==> config.mk <==
export PLATFORM = sky130hd
export DESIGN_NAME = iter_divider
export DESIGN_NICKNAME = d
export VERILOG_FILES = /design/src/rtl/iter_divider.sv
export SDC_FILE = /design/constraint.sdc
export NUM_CORES = 1
export LEC_CHECK = 0
export ABC_AREA = 1
export BUFFER_PORTS_ARGS = -buffer_cell sky130_fd_sc_hd__buf_2
export CAP_MARGIN = 20
export CORE_MARGIN = 1.5
export CORE_UTILIZATION = 30
export DETAILED_ROUTE_END_ITERATION = 7
export MAX_ROUTING_LAYER = met4
export PLACE_DENSITY_LB_ADDON = 0.12
export SYNTH_ARGS = -nofsm -noshare
export SYNTH_HDL_FRONTEND = slang
export SYNTH_SLANG_ARGS = --single-unit
==> constraint.sdc <==
create_clock -name clk -period 3.16 [get_ports clk]
set_input_delay 0.632 -clock clk [delete_from_list [all_inputs] [get_ports clk]]
set_output_delay 0.632 -clock clk [all_outputs]
set_load 0.005 [all_outputs]
==> src/rtl/iter_divider.sv <==
// Iterative restoring divider: one quotient bit per clock, MSB first.
// Divide-by-zero resolves in a single cycle with quotient all ones.
module iter_divider #(
  parameter int WIDTH = 32
) (
  input  logic             clk,
  input  logic             rst,
  input  logic             start,
  input  logic [1:0]       Op,
  input  logic [WIDTH-1:0] dividend,
  input  logic [WIDTH-1:0] divisor,
  input  logic [3:0]       dest_in,
  output logic [WIDTH-1:0] quotient,
  output logic [WIDTH-1:0] remainder,
  output logic [3:0]       dest_out,
  output logic             busy,
  output logic             done,
  output logic             div_by_zero
);

  localparam int CW = (WIDTH > 1) ? $clog2(WIDTH) : 1;

  typedef enum logic [1:0] {IDLE, RUN, DONE} state_t;

  state_t           state_q, state_d;
  logic [CW-1:0]    cnt_q, cnt_d;
  logic [WIDTH:0]   rem_q, rem_d;
  logic [WIDTH-1:0] work_q, work_d;
  logic [WIDTH-1:0] divisor_q, divisor_d;
  logic [3:0]       dest_q, dest_d;
  logic [WIDTH-1:0] quotient_q, quotient_d;
  logic [WIDTH-1:0] remainder_q, remainder_d;
  logic [3:0]       dest_out_q, dest_out_d;
  logic             dbz_q, dbz_d;

  logic             accept;
  logic [WIDTH:0]   shifted;
  logic [WIDTH:0]   trial;
  logic             ge;
  logic [WIDTH-1:0] work_shift;

  always_comb begin
    state_d     = state_q;
    cnt_d       = cnt_q;
    rem_d       = rem_q;
    work_d      = work_q;
    divisor_d   = divisor_q;
    dest_d      = dest_q;
    quotient_d  = quotient_q;
    remainder_d = remainder_q;
    dest_out_d  = dest_out_q;
    dbz_d       = dbz_q;

    accept = start && (Op == 2'b11) && (state_q != RUN);
    // work_q holds the remaining dividend bits on the left, quotient bits enter on the right
    shifted    = (rem_q << 1) | {{WIDTH{1'b0}}, work_q[WIDTH-1]};
    ge         = (shifted >= {1'b0, divisor_q});
    trial      = ge ? (shifted - {1'b0, divisor_q}) : shifted;
    work_shift = {work_q[WIDTH-2:0], ge};

    case (state_q)
      RUN: begin
        rem_d  = trial;
        work_d = work_shift;
        cnt_d  = cnt_q + 1'b1;
        if (cnt_q == CW'(WIDTH - 1)) begin
          state_d     = DONE;
          quotient_d  = work_shift;
          remainder_d = trial[WIDTH-1:0];
          dest_out_d  = dest_q;
        end
      end
      default: begin
        state_d = IDLE;
        if (accept) begin
          dest_d = dest_in;
          if (divisor == '0) begin
            state_d     = DONE;
            quotient_d  = '1;
            remainder_d = dividend;
            dest_out_d  = dest_in;
            dbz_d       = 1'b1;
          end else begin
            state_d   = RUN;
            cnt_d     = '0;
            rem_d     = '0;
            work_d    = dividend;
            divisor_d = divisor;
            dbz_d     = 1'b0;
          end
        end
      end
    endcase
  end

  always_ff @(posedge clk) begin
    if (rst) begin
      state_q     <= IDLE;
      cnt_q       <= '0;
      rem_q       <= '0;
      work_q      <= '0;
      divisor_q   <= '0;
      dest_q      <= '0;
      quotient_q  <= '0;
      remainder_q <= '0;
      dest_out_q  <= '0;
      dbz_q       <= 1'b0;
    end else begin
      state_q     <= state_d;
      cnt_q       <= cnt_d;
      rem_q       <= rem_d;
      work_q      <= work_d;
      divisor_q   <= divisor_d;
      dest_q      <= dest_d;
      quotient_q  <= quotient_d;
      remainder_q <= remainder_d;
      dest_out_q  <= dest_out_d;
      dbz_q       <= dbz_d;
    end
  end

  assign quotient    = quotient_q;
  assign remainder   = remainder_q;
  assign dest_out    = dest_out_q;
  assign div_by_zero = dbz_q;
  assign busy        = (state_q == RUN);
  assign done        = (state_q == DONE);

endmodule

==> impl_metrics.json <==
{
  "grt.overflow.total": 0,
  "p_switching_mw": 2.97,
  "crit_slowest_cell": "nor3_1",
  "tns_ps": 0,
  "leakage_nw": 6.81,
  "max_freq_mhz": 343,
  "worst_pin_slew_ps": 850,
  "seq_area_frac_synth_pct": 33.5,
  "portBuffers": 143,
  "clock-sinks": 176,
  "synth_cells": 1669,
  "io_pins": 144,
  "gp_congestion": 0.859,
  "cts_tree": "built",
  "critical_path_required_ps": 3500,
  "ys_async_sr_fraction_pct": 0,
  "cts_hold_buffers": 0,
  "synthTopCellsByCount": "408 x nand2_1, 336 x inv_1, 176 x dfxtp_1, 152 x nand3_1, 126 x nor2_1",
  "synth-adder-area-share_pct": 4.23,
  "cts_inserted_buffers": 17,
  "first_iter_violations": 592,
  "rsz0062_at_grt": "false",
  "crit_arrival_ps": 3260,
  "crit_family": "simple AND/OR/NAND/NOR gates",
  "post_cts_resized": 0,
  "slew_viol_final": 0,
  "cp_common_cell": "nand3_1",
  "antenna_found_initial": 0,
  "synthMuxAreaShare_pct": 0,
  "dp_cells": 2224,
  "p_comb_share_pct": 37.7,
  "intPower_mw": 4.42,
  "routedWlPerCell_um": 15.1,
  "setup_viol": 0,
  "nNetsFinal": 1896,
  "viasPerCell": 4.61,
  "die_x_um": 190,
  "path_max_fanout": 45,
  "clock_latency_ps": 450,
  "final_cells": 2256,
  "num_vias": 10400,
  "finalCriticalPeriod_ps": 2920,
  "drive_above_1_share_pct": 14.4,
  "synth_top_area_cell": "dfxtp_1",
  "synth_top_family_by_area": "simple AND/OR/NAND/NOR gates",
  "cts_buffer_depth": 2,
  "cp_cell_sequence": "buf_2 -> or2_1 -> nor3_1 -> nand3_1 -> nor2_2 -> nand2_1 -> nand2_4 -> buf_4 -> buf_12 -> nand3_1 -> o211ai_1 -> inv_2",
  "synth_top_area_share_pct": 33.5,
  "final_util_pct": 35.9,
  "hold_viol_final": 0,
  "synth_seq_cells": 176,
  "antenna_cells": 0,
  "cp-start-kind": "input port",
  "place_hpwl_um": 26300,
  "vdd_drop_max_mv": 0.532,
  "grt_pass1_vias": 10200,
  "synth-xor-area-share_pct": 1.17,
  "power_frac_seq_pct": 32.3,
  "routed.top_layer": "met4",
  "powerDensity_nw_per_um2": 596,
  "cts-root-buf": "clkbuf_16",
  "yosys_warnings": 0,
  "synth_most_common_cell": "nand2_1",
  "firstDrtPassIters": 5,
  "synth_cell_types": 33,
  "cts_setup_buffers": 0,
  "rows": 68,
  "place_area_um2": 11800,
  "ant_nets": 0,
  "core_um2": 34500,
  "synth-compound-area-share_pct": 12.4,
  "dieArea_um2": 36200,
  "fin_crit_sh_pct": 92.3,
  "path_class": "input port to register",
  "swShare_pct": 40.2,
  "grt_max_degree": 74,
  "area_delta_synth_final_pct": 17.7,
  "drt-met1-wl_um": 16500,
  "wl_um": 34100,
  "grt_pass1_wl_um": 54800,
  "synth_flop_cell": "dfxtp_1",
  "max_cap_viol_count": 0,
  "wl_met2_um": 16100,
  "dr_wl_met3_um": 1090,
  "p_clk_share_pct": 30.0,
  "htreeDepth": 4,
  "yosys.area_share.simple_pct": 32.3,
  "critPathMaxStageDelay_ps": 700,
  "slew_headroom_pct": 42.9,
  "drc": 0,
  "final_design_area_no_fill_um2": 12400,
  "track_usage_pct": 19.9,
  "synthTopCellsByArea": "dfxtp_1 33%, nand2_1 15%, inv_1 12%",
  "status": "finished, final reports clean",
  "syn_area_per_cell_um2": 6.31,
  "critPathBufInv": 4,
  "syn_nets": 1777,
  "finalPower_mw": 7.38,
  "die_h_um": 190,
  "syn_area_um2": 10500,
  "synth_edf_count": 0,
  "clk_pin_slew_worst_paths_ps": 70,
  "initial_utilization_pct": 30.5,
  "end_kind": "register",
  "min_path_type": "input port to register",
  "fin_skew_ps": 19.3
}
==> layer usage <==
layer,vias up,global-route usage (%)
met5,-,-
met4,0,4.18
met3,21,3.24
met2,173,32.7
met1,4724,25.7
li1,5474,-
==> tightest hold or removal path: stages <==
cell and delay (ps):
buf_2 100, nand2_1 50, a21oi_1 50
==> registers in the layout, summed over array words and instances, names as in the netlist <==
name         cells
state_q          2
remainder       32
cnt_q            5
quotient        32
divisor_q       32
dest_out         4
dest_q           4
div_by_zero      1
work_q          32
rem_q           32
==> area by class of cell <==
cell class                      instances  area (um^2)
Multi-Input combinational cell       1053         5280
Clock inverter                         13          146
Clock buffer                           19          453
Inverter                              364         1370
Timing Repair Buffer                  176         1050
Sequential cell                       176         3520
Fill cell                            3921        22200
Tap cell                              455          569
==> placed cells by master (no fill, tap or decap), types with 3 or more instances in the layout <==
master / Yosys / routed
o211ai_1: 63 / 63
a21oi_1: 87 / 87
nand3_1: 152 / 152
nor3_1: 6 / 6
buf_2: 32 / 143
buf_12: 0 / 7
o21ai_0: 70 / 70
ha_1: 34 / 34
nand3_2: 11 / 11
and2_1: 9 / 9
nand2_1: 408 / 408
buf_4: 3 / 26
nor2_4: 2 / 3
inv_2: 28 / 27
nand4_1: 45 / 45
nor4_1: 4 / 4
xor2_1: 14 / 14
nor2_1: 126 / 126
a31oi_1: 4 / 4
clkbuf_16: 0 / 17
inv_6: 0 / 6
dfxtp_1: 176 / 176
inv_1: 336 / 335
==> logic make-up (layout without fill, tap and decap cells) <==
logic type / count (synthesis) / in the layout
simple gates: 777 / 777
xor+xnor: 14 / 14
flops: 176 / 176
fa+ha+maj: 35 / 35
compound gates: 227 / 227
buf+inv: 440 / 572
==> worst paths after layout <==
kind         slack, ps       endpoint           from  cells after the start
max                240   quotient[12]    divisor[28]                     12
min                440      dest_q[0]     dest_in[0]                      3
max reg2reg        550      rem_q[24]     work_q[31]                     16
min reg2reg        460  divisor_q[20]  divisor_q[20]                      2
==> stage by stage <==
| stage | setup slack (ps) | hold WS [ps] |
|---|---|---|
| after floorplan | 1130 | 433 |
| after global placement | -230 | 447 |
| after detailed placement | -225 | 454 |
| after CTS | 256 | 418 |
| after global routing | 89.9 | 422 |
| final | 244 | 443 |
==> power by group through the flow <==
stage	clock network (mW)	registers [mW]	logic, mW
global route	2.37	2.40	3.15
CTS	2.27	2.39	2.79
floorplan	0	2.40	2.00
detailed placement	0	2.44	2.78
finish	2.21	2.39	2.78
global placement	0	2.44	2.79
(Power assumes the default switching activity.)
